[src/rtl/mipi_lane_aligner_if.sv]
// Bus bundle for the multi-lane MIPI word aligner. The deserialiser side
// (master) drives raw lane words, LP pin states and static configuration.
// The aligner (slave) returns merged, deskewed lane words and status.
interface mipi_lane_aligner_if #(
  parameter int NUM_LANES = 2
);
  logic [8*NUM_LANES-1:0] q_in;
  logic [NUM_LANES-1:0]   lp_p;
  logic [NUM_LANES-1:0]   lp_n;
  logic [NUM_LANES-1:0]   lane_polarity;
  logic [7:0]             hs_settle;
  logic [8*NUM_LANES-1:0] data;
  logic                   we;
  logic                   sync_err;
  logic [3*NUM_LANES-1:0] lane_sync_pos;
  logic [1:0]             state;

  modport master (
    output q_in, lp_p, lp_n, lane_polarity, hs_settle,
    input  data, we, sync_err, lane_sync_pos, state
  );

  modport slave (
    input  q_in, lp_p, lp_n, lane_polarity, hs_settle,
    output data, we, sync_err, lane_sync_pos, state
  );
endinterface

[src/rtl/mipi_lane_aligner.sv]
// Multi-lane MIPI HS word aligner: per-lane HS entry detection, sync byte bit
// alignment, then cross-lane byte deskew through small per-lane FIFOs.
//
// state    | meaning
// ---------+---------------------------------------------------------------
// ST_START | LP mode; count consecutive all-lane LP00 cycles up to hs_settle
// ST_SYNC  | search each unlocked lane for SYNC_BYTE, locked lanes fill FIFO
// ST_SHIFT | all lanes locked; pop one byte per lane per cycle onto data
// ST_ABORT | deskew timed out; wait for LP11 on every lane
module mipi_lane_aligner #(
  parameter int         NUM_LANES    = 2,
  parameter logic [7:0] SYNC_BYTE    = 8'hB8,
  parameter int         DESKEW_DEPTH = 4
) (
  input logic                clk,
  input logic                resetb,
  mipi_lane_aligner_if.slave bus
);
  // DESKEW_DEPTH is a power of two of at least 2, so pointers wrap naturally.
  localparam int AW = $clog2(DESKEW_DEPTH);
  localparam int CW = AW + 1;

  typedef enum logic [1:0] {
    ST_START = 2'd0,
    ST_SYNC  = 2'd1,
    ST_SHIFT = 2'd2,
    ST_ABORT = 2'd3
  } state_t;

  state_t                    state_q, state_d;
  logic                      run_q;
  logic [NUM_LANES-1:0]      lp_p_s_q, lp_n_s_q;
  logic [NUM_LANES-1:0][7:0] q0_q, q1_q;
  logic [7:0]                settle_q, settle_d;
  logic [NUM_LANES-1:0]      lock_q, lock_d;
  logic [NUM_LANES-1:0][2:0] pos_q, pos_d;
  logic [CW-1:0]             skew_q, skew_d;
  logic [NUM_LANES-1:0][7:0] data_q, data_d;
  logic                      we_q, we_d;
  logic                      sync_err_q, sync_err_d;

  logic [7:0]                 mem_q [NUM_LANES][DESKEW_DEPTH];
  logic [NUM_LANES-1:0][AW-1:0] wr_ptr_q, rd_ptr_q;
  logic [NUM_LANES-1:0][CW-1:0] cnt_q;

  logic                       all_lp00, all_lp11, all_nonempty, flush, pop;
  logic [NUM_LANES-1:0]       push, hit;
  logic [NUM_LANES-1:0][2:0]  hit_pos;
  logic [NUM_LANES-1:0][15:0] win;
  logic [NUM_LANES-1:0][7:0]  push_byte, head_byte;

  assign all_lp00 = ~|(lp_p_s_q | lp_n_s_q);
  assign all_lp11 = &(lp_p_s_q & lp_n_s_q);

  // Reset release synchroniser: logic runs from the 2nd edge after deassertion.
  always_ff @(posedge clk or negedge resetb) begin
    if (!resetb) run_q <= 1'b0;
    else         run_q <= 1'b1;
  end

  // Per-lane window compare, smallest matching shift wins; FIFO head and push byte.
  always_comb begin
    all_nonempty = 1'b1;
    for (int n = 0; n < NUM_LANES; n++) begin
      win[n]     = {q0_q[n], q1_q[n]} ^ {16{bus.lane_polarity[n]}};
      hit[n]     = 1'b0;
      hit_pos[n] = 3'd0;
      for (int s = 7; s >= 0; s--) begin
        if (8'(win[n] >> (8 - s)) == SYNC_BYTE) begin
          hit[n]     = 1'b1;
          hit_pos[n] = 3'(s);
        end
      end
      push_byte[n] = 8'(win[n] >> (4'd8 - {1'b0, pos_q[n]}));
      head_byte[n] = mem_q[n][rd_ptr_q[n]];
      if (cnt_q[n] == '0) all_nonempty = 1'b0;
    end
  end

  // Next-state and output decode for the sequencing FSM.
  always_comb begin
    state_d    = state_q;
    settle_d   = settle_q;
    lock_d     = lock_q;
    pos_d      = pos_q;
    skew_d     = skew_q;
    data_d     = data_q;
    we_d       = 1'b0;
    sync_err_d = 1'b0;
    flush      = 1'b0;
    pop        = 1'b0;
    push       = '0;
    case (state_q)
      ST_START: begin
        flush = 1'b1;
        if (all_lp00) begin
          if (settle_q >= bus.hs_settle) begin
            state_d  = ST_SYNC;
            settle_d = 8'd0;
            lock_d   = '0;
            skew_d   = '0;
          end else if (settle_q != 8'hFF) begin
            settle_d = settle_q + 8'd1;
          end
        end else begin
          settle_d = 8'd0;
        end
      end
      ST_SYNC: begin
        if (!all_lp00) begin
          state_d = ST_START;
          flush   = 1'b1;
        end else if ((|lock_q) && !(&lock_q) &&
                     ((int'(skew_q) + 1) >= DESKEW_DEPTH)) begin
          // Timeout wins over a lock arriving on the same cycle.
          sync_err_d = 1'b1;
          state_d    = ST_ABORT;
          flush      = 1'b1;
        end else begin
          push = lock_q;
          for (int n = 0; n < NUM_LANES; n++) begin
            if (!lock_q[n] && hit[n]) begin
              lock_d[n] = 1'b1;
              pos_d[n]  = hit_pos[n];
            end
          end
          if (|lock_q) skew_d = skew_q + CW'(1);
          if (&lock_d) state_d = ST_SHIFT;
        end
      end
      ST_SHIFT: begin
        if (!all_lp00) begin
          state_d = ST_START;
          flush   = 1'b1;
        end else begin
          push = lock_q;
          if (all_nonempty) begin
            pop    = 1'b1;
            we_d   = 1'b1;
            data_d = head_byte;
          end
        end
      end
      ST_ABORT: begin
        flush = 1'b1;
        if (all_lp11) state_d = ST_START;
      end
      default: state_d = ST_START;
    endcase
  end

  // Control, LP synchroniser, window and output registers.
  always_ff @(posedge clk or negedge resetb) begin
    if (!resetb) begin
      state_q    <= ST_START;
      lp_p_s_q   <= '1;
      lp_n_s_q   <= '1;
      q0_q       <= '0;
      q1_q       <= '0;
      settle_q   <= 8'd0;
      lock_q     <= '0;
      pos_q      <= '0;
      skew_q     <= '0;
      data_q     <= '0;
      we_q       <= 1'b0;
      sync_err_q <= 1'b0;
    end else if (run_q) begin
      state_q    <= state_d;
      lp_p_s_q   <= bus.lp_p;
      lp_n_s_q   <= bus.lp_n;
      q0_q       <= bus.q_in;
      q1_q       <= q0_q;
      settle_q   <= settle_d;
      lock_q     <= lock_d;
      pos_q      <= pos_d;
      skew_q     <= skew_d;
      data_q     <= data_d;
      we_q       <= we_d;
      sync_err_q <= sync_err_d;
    end
  end

  // Deskew FIFO pointers and occupancy; flush empties every lane at once.
  always_ff @(posedge clk or negedge resetb) begin
    if (!resetb) begin
      wr_ptr_q <= '0;
      rd_ptr_q <= '0;
      cnt_q    <= '0;
    end else if (run_q) begin
      for (int n = 0; n < NUM_LANES; n++) begin
        if (flush) begin
          wr_ptr_q[n] <= '0;
          rd_ptr_q[n] <= '0;
          cnt_q[n]    <= '0;
        end else begin
          if (push[n]) wr_ptr_q[n] <= wr_ptr_q[n] + AW'(1);
          if (pop)     rd_ptr_q[n] <= rd_ptr_q[n] + AW'(1);
          cnt_q[n] <= cnt_q[n] + CW'(push[n]) - CW'(pop);
        end
      end
    end
  end

  // Deskew FIFO storage; contents are don't-care until written.
  always_ff @(posedge clk) begin
    for (int n = 0; n < NUM_LANES; n++) begin
      if (run_q && push[n]) mem_q[n][wr_ptr_q[n]] <= push_byte[n];
    end
  end

  assign bus.data          = data_q;
  assign bus.we            = we_q;
  assign bus.sync_err      = sync_err_q;
  assign bus.lane_sync_pos = pos_q;
  assign bus.state         = state_q;
endmodule

[src/flat_wrapper.sv]
// flat-port wrapper written by rule: the top's interface ports become plain ports
module mipi_lane_aligner_flat 
#(
  parameter int         NUM_LANES    = 2,
  parameter logic [7:0] SYNC_BYTE    = 8'hB8,
  parameter int         DESKEW_DEPTH = 4
)
  (clk, resetb, bus_q_in, bus_lp_p, bus_lp_n, bus_lane_polarity, bus_hs_settle, bus_data, bus_we, bus_sync_err, bus_lane_sync_pos, bus_state);
  mipi_lane_aligner_if #(.NUM_LANES(NUM_LANES)) bus_i ();
  input logic clk;
  input logic resetb;
  input wire logic [$bits(bus_i.q_in)-1:0] bus_q_in;
  input wire logic [$bits(bus_i.lp_p)-1:0] bus_lp_p;
  input wire logic [$bits(bus_i.lp_n)-1:0] bus_lp_n;
  input wire logic [$bits(bus_i.lane_polarity)-1:0] bus_lane_polarity;
  input wire logic [$bits(bus_i.hs_settle)-1:0] bus_hs_settle;
  output wire logic [$bits(bus_i.data)-1:0] bus_data;
  output wire logic [$bits(bus_i.we)-1:0] bus_we;
  output wire logic [$bits(bus_i.sync_err)-1:0] bus_sync_err;
  output wire logic [$bits(bus_i.lane_sync_pos)-1:0] bus_lane_sync_pos;
  output wire logic [$bits(bus_i.state)-1:0] bus_state;
  assign bus_i.q_in = bus_q_in;
  assign bus_i.lp_p = bus_lp_p;
  assign bus_i.lp_n = bus_lp_n;
  assign bus_i.lane_polarity = bus_lane_polarity;
  assign bus_i.hs_settle = bus_hs_settle;
  assign bus_data = bus_i.data;
  assign bus_we = bus_i.we;
  assign bus_sync_err = bus_i.sync_err;
  assign bus_lane_sync_pos = bus_i.lane_sync_pos;
  assign bus_state = bus_i.state;
  mipi_lane_aligner #(.NUM_LANES(NUM_LANES), .SYNC_BYTE(SYNC_BYTE), .DESKEW_DEPTH(DESKEW_DEPTH)) u_core (.clk(clk), .resetb(resetb), .bus(bus_i));
endmodule
[config.mk]
export PLATFORM = sky130hd
export DESIGN_NAME = mipi_lane_aligner_flat
export DESIGN_NICKNAME = d
export VERILOG_FILES = /design/src/rtl/mipi_lane_aligner_if.sv /design/src/rtl/mipi_lane_aligner.sv /design/src/flat_wrapper.sv
export SDC_FILE = /design/constraint.sdc
export NUM_CORES = 1
export LEC_CHECK = 0
export BUFFER_PORTS_ARGS = -buffer_cell sky130_fd_sc_hd__buf_2
export CAP_MARGIN = 15
export CORE_MARGIN = 2
export CORE_UTILIZATION = 42
export CTS_BUF_LIST = sky130_fd_sc_hd__clkbuf_16
export CTS_CLUSTER_DIAMETER = 30
export DETAILED_ROUTE_END_ITERATION = 8
export MAX_ROUTING_LAYER = met4
export PLACE_DENSITY = 0.61
export SYNTH_ARGS = -nofsm -noshare
export SYNTH_HDL_FRONTEND = slang
export SYNTH_SLANG_ARGS = --single-unit
[constraint.sdc]
create_clock -name clk -period 3.99 [get_ports clk]
set_input_delay 0.798 -clock clk [delete_from_list [all_inputs] [get_ports clk]]
set_output_delay 0.798 -clock clk [all_outputs]
set_load 0.005 [all_outputs]
==> impl_metrics.env <==
export IMPL_status="finished clean"
export IMPL_n_antenna_cell=0
export IMPL_clk_path_buf_depth=2
export IMPL_worst_ir_drop_vdd_mv=0.347
export IMPL_num_vias=6041
export IMPL_cts_root_buffer="clkbuf_16"
export IMPL_cts_buffers=17
export IMPL_maxCapViolCount=0
export IMPL_fp_dieW_um=150
export IMPL_reg2reg_slack_ns=1.02
export IMPL_clkTransAtPathRegs_ns=0.07
export IMPL_postCtsSetupBuffers=0
export IMPL_viasPerCell=5.54
export IMPL_hold_violations=0
export IMPL_synthTopCellsByArea="dfrtp_1 (24%), edfxtp_1 (21%), mux4_2 (9.3%)"
export IMPL_syn_inst=767
export IMPL_syn_num_nets=830
export IMPL_clkSinkCount=154
export IMPL_power_total_mw=4.47
export IMPL_crit_path_start="u_core.lp_n_s_q[0]"
export IMPL_crit_buf_inv=3
export IMPL_start_util_pct=42.7
export IMPL_crit_cells=13
export IMPL_synth_cell_types=71
export IMPL_crit_path_max_fanout=8
export IMPL_skew_ns=0.00847
export IMPL_whs_path_depth=2
export IMPL_drtIter0Drc=513
export IMPL_grt_pass1_vias=5751
export IMPL_arrival_ns=3.26
export IMPL_reg2reg_from="u_core.lp_n_s_q[0]"
export IMPL_antenna_found_initial=0
export IMPL_fin_crit_sh_pct=74.5
export IMPL_slowest_delay_ns=0.39
export IMPL_grt_pass1_wl_mm=30.6
export IMPL_routed_wirelength_mm=18.3
export IMPL_setup_violations_final=0
export IMPL_clk_latency_ns=0.43
export IMPL_worstMarginPinSlew_ns=0.995
export IMPL_crit_family="adder cells"
export IMPL_placementRows=53
export IMPL_synth_top_cell_area_share_pct=24.0
export IMPL_hold_start="u_core.bus.sync_err"
export IMPL_required_ns=4.28
export IMPL_dp_hpwl_mm=12.7
export IMPL_relSlewSlack_pct=33.7
export IMPL_cp_endpoint="u_core.cnt_q[2]"
export IMPL_area_delta_synth_final_pct=12.0
export IMPL_end_kind="register"
export IMPL_synth_seq_cells=154
export IMPL_fin_nets=865
export IMPL_async_reset_ff_share_pct=58.4
export IMPL_path_cells="nor4_2, buf_4, o311ai_0, nor2_2, ha_1, inv_1, ha_1, inv_1, fa_1, xor2_1, o21ai_0, nand2_1, o21ai_0"
export IMPL_ctsResizeCount=0
export IMPL_synth_most_common_cell="dfrtp_1"
export IMPL_drc=0
export IMPL_grtUsageTotal_pct=17.8
export IMPL_cts_hold_buf=0
export IMPL_cts_tree="yes"
export IMPL_setup_worst_path_start_class="register"
export IMPL_die_y_um=150
export IMPL_post_synth_cell_area_avg_sq_um=11.7
export IMPL_drive_gt1_share_pct=25.2
export IMPL_ys_top_cells_by_count="dfrtp_1 (86), edfxtp_1 (64), mux2_2 (55), nand2_1 (48), inv_1 (38)"
export IMPL_fmax_mhz=337
export IMPL_ys_flop_type="dfrtp_1"
export IMPL_io_pin_count=58
export IMPL_yosysWarningCount=0
export IMPL_slew_violations=0
export IMPL_finalCriticalPeriod_ns=2.97
export IMPL_dr_pass1_iters=5
export IMPL_synth_edf_count=64
export IMPL_dieArea_sq_um=22600
export IMPL_yosys_area_top_type="dfrtp_1"
export IMPL_io_buffer_count=57
export IMPL_wl_per_cell_um=16.8
export IMPL_powerDensity_nw_per_um2=444
export IMPL_timing_rr_end="u_core.cnt_q[2]"
export IMPL_antenna_left=0
export IMPL_gp_congestion=0.911
export IMPL_crit_slowest_cell="dfstp_2"
export IMPL_syn_area_sq_um=8980
export IMPL_rsz0062_at_grt="false"
export IMPL_setup_tns_final_ns=0
export IMPL_grt_max_degree=77
export IMPL_core_sq_um=21000
export IMPL_ff2ff_path_depth=13
export IMPL_power_leakage_nw=4.06
export IMPL_hp_class="reg2reg"
export IMPL_grt_overflow_total=0
export IMPL_ys_seq_area_share_pct=46.5
export IMPL_htree_num_levels=4
export IMPL_critical_path_class="reg2reg"
-- layout make-up --
type / count / area, sq um
Multi-Input combinational cell: 525 / 4440
Inverter: 38 / 143
Timing Repair Buffer: 66 / 355
Fill cell: 1915 / 11000
Clock buffer: 17 / 425
Sequential cell: 154 / 4180
Tap cell: 275 / 344
Clock inverter: 15 / 174
-- report_power, final --
part / internal [mW] / leakage, nW / switching [mW]
clock network: 0.845 / 0.293 / 0.760
logic: 0.412 / 2.04 / 0.525
registers: 1.79 / 1.73 / 0.136
total: 3.05 / 4.06 / 1.42
-- cell families (layout without fill, tap and decap cells) --
logic type	after synthesis	in the layout	synth area share, %
adder cells (fa/ha/maj)	31	31	4.48
AO/OA/AOI/OAI	150	150	11.2
XOR/XNOR	38	38	3.70
multiplexers	110	110	18.2
buffers and inverters	88	136	4.05
other	1	1	0.0417
flip-flops	154	154	46.5
AND/OR/NAND/NOR	195	195	11.9
-- per-layer routing --
layer	vias up	track usage (%)	part of all wire, %
li1	2938	-	-
met1	2983	26.3	51
met2	105	25.8	45
met3	15	2.73	3.0
met4	0	4.62	1.0
met5	-	-	0
-- worst min path at each step --
stage	endpoint	slack (ns)
floorplan	u_core.cnt_q[2]	0.46
global placement	u_core.bus.sync_err	0.47
detailed placement	u_core.bus.sync_err	0.48
CTS	u_core.bus.sync_err	0.49
global route	u_core.bus.data[14]	0.52
finish	u_core.bus.sync_err	0.49
-- sequential cells by signal (all words and copies together), names as in the netlist --
name	count
u_core.bus.data	16
u_core.skew_q	3
u_core.bus.sync_err	1
u_core.settle_q	8
u_core.q0_q	16
u_core.wr_ptr_q	4
u_core.bus.we	1
u_core.cnt_q	6
u_core.bus.state	2
u_core.mem_q	64
u_core.lp_n_s_q	2
u_core.rd_ptr_q	4
u_core.lock_q	2
u_core.lp_p_s_q	2
u_core.bus.lane_sync_pos	6
u_core.run_q	1
u_core.q1_q	16
-- worst reg2reg max path: cells and delay by family (launching register included) --
kind                     cells  cell delay [ns]
adder cells (fa/ha/maj)      3             0.79
AND/OR/NAND/NOR              3             0.75
AO/OA/AOI/OAI                3             0.44
flip-flops                   1             0.39
buffers and inverters        3             0.31
XOR/XNOR                     1             0.17
-- per-stage QoR --
stage | instance area [sq um] | instances | setup slack [ns] | utilization, % | hold WS [ns]
after floorplan | 8980 | 767 | 0.931 | - | 0.457
after global placement | 9460 | 1058 | 0.954 | 45.0 | 0.471
after detailed placement | 9460 | 1058 | 0.909 | 45.0 | 0.479
after CTS | 10100 | 1090 | 1.00 | 47.9 | 0.495
after global routing | 10100 | 1090 | 0.723 | 47.9 | 0.516
final | 10100 | 1090 | 1.02 | 47.9 | 0.494
-- cells in the final DEF, fill, tap and decap left out, drive strengths merged, types with 14 or more instances in the layout --
master  instances
mux4           37
edfxtp         64
xnor2          14
ha             29
dfrtp          86
xor2           24
a21oi          34
buf            66
mux2           56
nor2           35
mux2i          17
nand2          49
inv            45
o21ai          34
nor2b          25
clkbuf         17
Power figures use the tool's default switching activity.
